$ cat config.mk
export PLATFORM = sky130hd
export DESIGN_NAME = multicycle_control
export DESIGN_NICKNAME = d
export VERILOG_FILES = /design/src/rtl/multicycle_control.sv
export SDC_FILE = /design/constraint.sdc
export NUM_CORES = 1
export LEC_CHECK = 0
export BUFFER_PORTS_ARGS = -buffer_cell sky130_fd_sc_hd__buf_2
export CORE_MARGIN = 3
export CORE_UTILIZATION = 54
export DETAILED_ROUTE_END_ITERATION = 12
export HOLD_SLACK_MARGIN = 0.03
export PLACE_DENSITY = 0.8
export SLEW_MARGIN = 20
export SYNTH_ARGS = -nofsm -noshare
export SYNTH_HDL_FRONTEND = slang
export SYNTH_SLANG_ARGS = --single-unit
export TNS_END_PERCENT = 1
$ cat constraint.sdc
create_clock -name clk -period 3.06 [get_ports clk]
set_clock_uncertainty 0.15 [all_clocks]
set_input_delay 0.459 -clock clk [delete_from_list [all_inputs] [get_ports clk]]
set_output_delay 0.459 -clock clk [all_outputs]
set_load 0.02 [all_outputs]
$ cat src/rtl/multicycle_control.sv
// Multicycle RV32-subset control FSM: datapath strobes per state, retired count, sticky traps.
// Latency B/J 3, S and LUI/I 4, L 5 cycles; stalls in FETCH/MEM while mem_ready is low (watchdog traps).
module multicycle_control #(
    parameter int ALUOP_W = 3,
    parameter int CNT_W   = 32,
    parameter int TIMEOUT = 16
) (
    input  logic               clk,
    input  logic               reset,
    input  logic [6:0]         opcode,
    input  logic [2:0]         funct3,
    input  logic               zero,
    input  logic               mem_ready,
    output logic               mem_req,
    output logic               mem_read,
    output logic               mem_write,
    output logic               sb,
    output logic               ir_write,
    output logic               alu_src,
    output logic [ALUOP_W-1:0] aluop,
    output logic               reg_write,
    output logic               mem_to_reg,
    output logic               pc_write,
    output logic               pc_sel,
    output logic [2:0]         state,
    output logic               trap,
    output logic [1:0]         trap_cause,
    output logic [CNT_W-1:0]   retired
);

    localparam logic [2:0] S_FETCH  = 3'd0;
    localparam logic [2:0] S_DECODE = 3'd1;
    localparam logic [2:0] S_EXEC   = 3'd2;
    localparam logic [2:0] S_MEM    = 3'd3;
    localparam logic [2:0] S_WB     = 3'd4;
    localparam logic [2:0] S_TRAP   = 3'd7;

    localparam logic [6:0] OP_LUI = 7'b0110111;
    localparam logic [6:0] OP_JAL = 7'b1101111;
    localparam logic [6:0] OP_B   = 7'b1100011;
    localparam logic [6:0] OP_L   = 7'b0000011;
    localparam logic [6:0] OP_S   = 7'b0100011;
    localparam logic [6:0] OP_I   = 7'b0010011;

    localparam int              WCW  = (TIMEOUT > 1) ? $clog2(TIMEOUT) : 1;
    localparam logic [WCW-1:0]  WLIM = WCW'((TIMEOUT > 0) ? TIMEOUT - 1 : 0);

    logic [2:0]     next_state;
    logic [1:0]     next_cause;
    logic [6:0]     op_q;
    logic [2:0]     f3_q;
    logic [WCW-1:0] wcnt;
    logic           timeout_hit;
    logic           op_legal;

    assign timeout_hit = (TIMEOUT > 0) && (wcnt == WLIM) && !mem_ready;

    always_comb begin
        op_legal = 1'b0;
        case (opcode)
            OP_LUI, OP_JAL, OP_B, OP_L, OP_S, OP_I: op_legal = 1'b1;
            default:                                op_legal = 1'b0;
        endcase
    end

    always_ff @(posedge clk or posedge reset) begin
        if (reset) begin
            state      <= S_FETCH;
            op_q       <= '0;
            f3_q       <= '0;
            wcnt       <= '0;
            trap       <= 1'b0;
            trap_cause <= 2'b00;
            retired    <= '0;
        end else begin
            state <= next_state;
            if (state == S_DECODE) begin
                op_q <= opcode;
                f3_q <= funct3;
            end
            if (next_state != state)
                wcnt <= '0;
            else if ((state == S_FETCH || state == S_MEM) && !mem_ready)
                wcnt <= wcnt + 1'b1;
            if (next_state == S_TRAP && state != S_TRAP) begin
                trap       <= 1'b1;
                trap_cause <= next_cause;
            end
            if (pc_write)
                retired <= retired + 1'b1;
        end
    end

    always_comb begin
        next_state = state;
        next_cause = 2'b00;
        case (state)
            S_FETCH: begin
                if (mem_ready) begin
                    next_state = S_DECODE;
                end else if (timeout_hit) begin
                    next_state = S_TRAP;
                    next_cause = 2'b11;
                end
            end
            S_DECODE: begin
                if (!op_legal) begin
                    next_state = S_TRAP;
                    next_cause = 2'b01;
                end else if (opcode == OP_S && funct3 != 3'b000 && funct3 != 3'b010) begin
                    next_state = S_TRAP;
                    next_cause = 2'b10;
                end else begin
                    next_state = S_EXEC;
                end
            end
            S_EXEC: begin
                case (op_q)
                    OP_B, OP_JAL: next_state = S_FETCH;
                    OP_L, OP_S:   next_state = S_MEM;
                    default:      next_state = S_WB;
                endcase
            end
            S_MEM: begin
                if (mem_ready) begin
                    next_state = (op_q == OP_L) ? S_WB : S_FETCH;
                end else if (timeout_hit) begin
                    next_state = S_TRAP;
                    next_cause = 2'b11;
                end
            end
            S_WB:    next_state = S_FETCH;
            S_TRAP:  next_state = S_TRAP;
            default: next_state = S_FETCH;
        endcase
    end

    // Reset gates every strobe so nothing toggles while it is held.
    always_comb begin
        mem_req    = 1'b0;
        mem_read   = 1'b0;
        mem_write  = 1'b0;
        sb         = 1'b0;
        ir_write   = 1'b0;
        alu_src    = 1'b0;
        aluop      = '0;
        reg_write  = 1'b0;
        mem_to_reg = 1'b0;
        pc_write   = 1'b0;
        pc_sel     = 1'b0;
        if (!reset) begin
            case (state)
                S_FETCH: begin
                    mem_req  = 1'b1;
                    mem_read = 1'b1;
                    ir_write = mem_ready;
                end
                S_EXEC: begin
                    alu_src = (op_q != OP_B);
                    case (op_q)
                        OP_B: begin
                            aluop    = ALUOP_W'(1);
                            pc_write = 1'b1;
                            pc_sel   = zero;
                        end
                        OP_JAL: begin
                            aluop    = ALUOP_W'(0);
                            pc_write = 1'b1;
                            pc_sel   = 1'b1;
                        end
                        OP_L:    aluop = ALUOP_W'(2);
                        OP_S:    aluop = ALUOP_W'(3);
                        OP_I:    aluop = ALUOP_W'(4);
                        default: aluop = ALUOP_W'(0);
                    endcase
                end
                S_MEM: begin
                    alu_src = 1'b1;
                    mem_req = 1'b1;
                    if (op_q == OP_L) begin
                        mem_read = 1'b1;
                    end else begin
                        mem_write = 1'b1;
                        sb        = (f3_q == 3'b000);
                        pc_write  = mem_ready;
                    end
                end
                S_WB: begin
                    reg_write  = 1'b1;
                    mem_to_reg = (op_q == OP_L);
                    pc_write   = 1'b1;
                end
                default: ;
            endcase
        end
    end

endmodule

# Yosys cells after proc, flatten, opt, wreduce, memory -nomap -nowiden
# Cells that the tools add are included.
# W data, S select, Z words.
[word_totals] register_bits=52 wordCells=91
[op_classes] n_addsub=2 eq_ne=22 muxes=45 n_reduce_logical=15
[op_table] operator="$add A32 B1 Y32 const B" n=1
[op_table] operator="$eq A7 B7 Y1 const B" n=4
[op_table] operator="$mux W3" n=8
[op_table] operator="$mux W1" n=23
[op_table] operator="$eq A7 B6 Y1 const B" n=3
[op_table] operator="$pmux W3 S5" n=1
[op_table] operator="$eq A7 B2 Y1 const B" n=2
[op_table] operator="$eq A7 B5 Y1 const B" n=2
[op_table] operator="$pmux W3 S4" n=1
[op_table] operator="$eq A3 B3 Y1 const B" n=3
[op_table] operator="$mux W2" n=4
[op_table] operator="$mux W4" n=2
[op_table] operator="$ne A7 B7 Y1 const B" n=1
[op_table] operator="$eq A3 B2 Y1 const B" n=2
[op_table] operator="$logic_not A3 Y1" n=2
[op_table] operator="$pmux W1 S2" n=3
[op_table] operator="$pmux W3 S2" n=1
[op_table] operator="$reduce_or A2 Y1" n=3
[op_table] operator="$reduce_or A6 Y1" n=1
[op_table] operator="$logic_and A1 B1 Y1" n=5
[op_table] operator="$add A4 B1 Y4 const B" n=1
[op_table] operator="$eq A4 B4 Y1 const B" n=1
[op_table] operator="$pmux W2 S2" n=1
[op_table] operator="$eq A3 B1 Y1 const B" n=1
[op_table] operator="8 further kinds" n=8

# Logic depth before layout (Yosys ltp)
[depth] ltp_word=8 ltp_mapped=7

# Worst setup path after synthesis
# No wires, ideal clock.
[synth_timing] kind="register -> output" from="reg state[0]" to="out pc_sel" t_arrival_ns=2.244 setup_slack_ns=0.207 stages_incl_launch_ff=4 path_cell_list="dfrtp_1 buf_2 or4b_4 a2111oi_0"
[synth_between] elab_chain_cells=3
[synth_rtl] element="from (decl)" line_no="25" text="output logic [2:0] state,"
[synth_rtl] element="from (signal assigned)" line_no="76" text="state <= next_state;"
[synth_rtl] element="$eq A3 B2 Y1" line_no="152" text="case (state)"
[synth_rtl] element="$mux W1" line_no="152"
[synth_rtl] element="$mux W1" line_no="151" text="if (!reset) begin"
[synth_rtl] element="to (decl)" line_no="24" text="output logic pc_sel,"
# Every way passes these cells.

# Worst setup path in the final report
[layout_timing] from="reg op_q[2]" to="out pc_write"
[layout_between] elab_chain_cells=5 elab_cells_between_ends=8 classes_between="3 x eq/ne; 4 x mux; 1 x reduce/logical"
[layout_rtl] element="from (decl)" line_no="50" text="logic [6:0] op_q;"
[layout_rtl] element="from (signal assigned)" line_no="78" text="op_q <= opcode;"
[layout_rtl] element="$eq A7 B7 Y1" line_no="160" text="case (op_q)"
[layout_rtl] element="$reduce_or A2 Y1 (no line)"
[layout_rtl] element="$mux W1" line_no="160"
[layout_rtl] element="$pmux W1 S3 (*)" line_no="152"
[layout_rtl] element="$mux W1 (*)" line_no="151"
[layout_rtl] element="to (decl)" line_no="23" text="output logic pc_write,"
# Mark *: on every way between the ends. The rest lies on a longest branch, timed or not.

==> impl_metrics.yaml <==
synth:
  ys_seq_elements: 52
  synthArstFlopShare_pct: 100.0
  yosysSeqAreaShare_pct: 46.14
  ys.flop_type: "dfrtp_1"
  yosysWarnings: 0
  synthesis.area_um2: 2820
  ys_types: 49
  syn_avg_cell_area_um2: 10.33
  syn_nets: 289
  syn-instance-count: 273
  synth_edf_count: 0
worst_setup_path:
  rr_worst_depth: 5
  end_kind: "primary output"
  cp.required_ns: 2.45
  cp_max_fo: 8
  cp_data_arrival_time_ns: 2.29
  cp-start-kind: "flop"
  critPathKind: "reg -> out"
floorplanning:
  core_um2: 4880
  fp-row-count: 25
  die_w_um: 78.27
  start_util_pct: 57.79
  die-area_um2: 6125
  io_pins: 65
  fp.dieH_um: 78.27
cells_and_area:
  drive_gt1_share_pct: 31.36
  regArea_um2: 1301
  fill_cells: 383
  multi_input_area_um2: 1445
  final_nets: 353
  mostFrequentLayoutCells: "64 x buf_2, 52 x dfrtp_1, 29 x xor2_1"
  area_growth_pct: 18.46
  final_common_cell: "buf_2"
  diodes: 0
  final_cells: 405
  final_util_pct: 68.46
timing:
  relSlewSlack_pct: 47.93
  tightestPinTransition_ns: 0.7788
  hold_violations: 0
  fin_crit_sh_pct: 94.68
  finalSetupTns_ns: 0
  drv_slew: 0
  setup-violations-final: 0
  worst_slack_ns: 0.1628
  rsz0062_at_grt: "false"
  post-route-min-period_ns: 2.897
  fmax_ghz: 0.3452
clock_tree:
  cts-root-buf: "clkbuf_8"
  postCtsSetupBuffers: 0
  ctsResizeCount: 0
  h-tree-depth: 2
  cts_buffers: 5
  clockBufferDepth: 2
  clk_latency_ns: 0.30
  clk_pin_slew_ns: 0.10
  cts.sinks: 52
  cts_tree: "built"
  ctsHoldBuffers: 0
global_routing:
  grt_start_max_net_pins: 36
  track_usage_pct: 21.67
  grt_pass1_wl_um: 10560
  antenna_found_initial: 0
  grt_pass1_vias: 2212
  grt_remaining_overflow: 0
power:
  leakage_nw: 1.456
  p_per_area_nw_per_um2: 721.6
  ir_drop_mv: 0.4833
routing:
  dr.first_iter.drc_count: 154
  viasPerCell: 5.686
  first_pass_iters: 4
  ant_nets: 0
  post-route-drc-count: 0
  wl_per_cell_um: 15.62
  dr_total_vias: 2303
  wl_um: 6327
job:
  maxCapViolations: 0
place:
  pre_cts_ws_ns: 0.3753
  place_hpwl_um: 4745
  io_buffers: 64
  place.gp.congestion: 0.8711
  dpl.cell_count: 397
worst_hold_path:
  hold_class: "in -> async"
run_status:
  outcome: "completed"
## synth_stat cells, types with 7 or more instances
cell type,number,area [um^2]
nand2_1,19,71.32
nor4_1,11,68.82
inv_1,11,41.29
clkbuf_1,7,26.28
mux2_2,9,101.4
dfrtp_1,52,1301
nor4_2,7,87.58
xor2_1,29,254.0
nor2_1,12,45.04
nand3_1,11,55.05
o21ai_0,7,35.03
nor3_1,17,85.08
## critical path, cell delays in order, from the launching register on
cell	delay [ns]
dfrtp_1	0.47
nor4_4	0.50
a2111oi_4	0.18
a211oi_4	0.49
inv_1	0.15
buf_2	0.19
## area by class of cell
class	instances	share of cell area [%]
multi-input cells	195	43.26
repair buffers	72	11.39
clock buffers	6	2.172
inverters	11	1.236
flip-flops and latches	52	38.95
clock inverters	2	0.4869
well taps	67	2.509
## stage by stage
step                power, mW  hold WS (ns)  instance area, um^2
floorplan               1.697        0.3318                 2820
global placement        1.974        0.3041                 3231
detailed placement      2.007        0.3046                 3231
CTS                     2.397       0.04587                 3319
global route            2.568       0.06806                 3341
finish                  2.411       0.04817                 3341
## sequential cells by signal, indices dropped and copies added (netlist names)
name,cells
trap,1
retired,32
trap_cause,2
f3_q,3
state,3
op_q,7
wcnt,4
## logic make-up after synthesis
logic type,share of synthesized area (%)
and+or+nand+nor,26.75
DFF,46.14
xor gates and xnor gates,10.87
AOI/OAI and AO/OA,7.187
buffers and inverters,3.816
muxes,4.348
adders and majority gates,0.8872
## report_power, final
group	total (mW)	switching, mW	internal (mW)
sequential	1.00	0.168	0.833
clock	0.391	0.228	0.163
combinational	1.02	0.632	0.387
## routing by layer
layer	GRT usage [%]	routed length, um
met5	0	0
met4	6.294	47
met2	36.64	3141
met3	3.899	257
met1	28.57	2880
## path summary, 6_finish.rpt
check / startpoint / endpoint / slack [ns]
max: op_q[2] / pc_write / 0.16
min: reset / retired[25] / 0.05
max reg2reg: retired[9] / retired[26] / 0.50
min reg2reg: retired[31] / retired[31] / 0.32
max in group asynchronous: reset / retired[19] / 1.94
min in group clk: funct3[1] / f3_q[1] / 0.23
No activity file was read; power rests on OpenSTA's default activity.
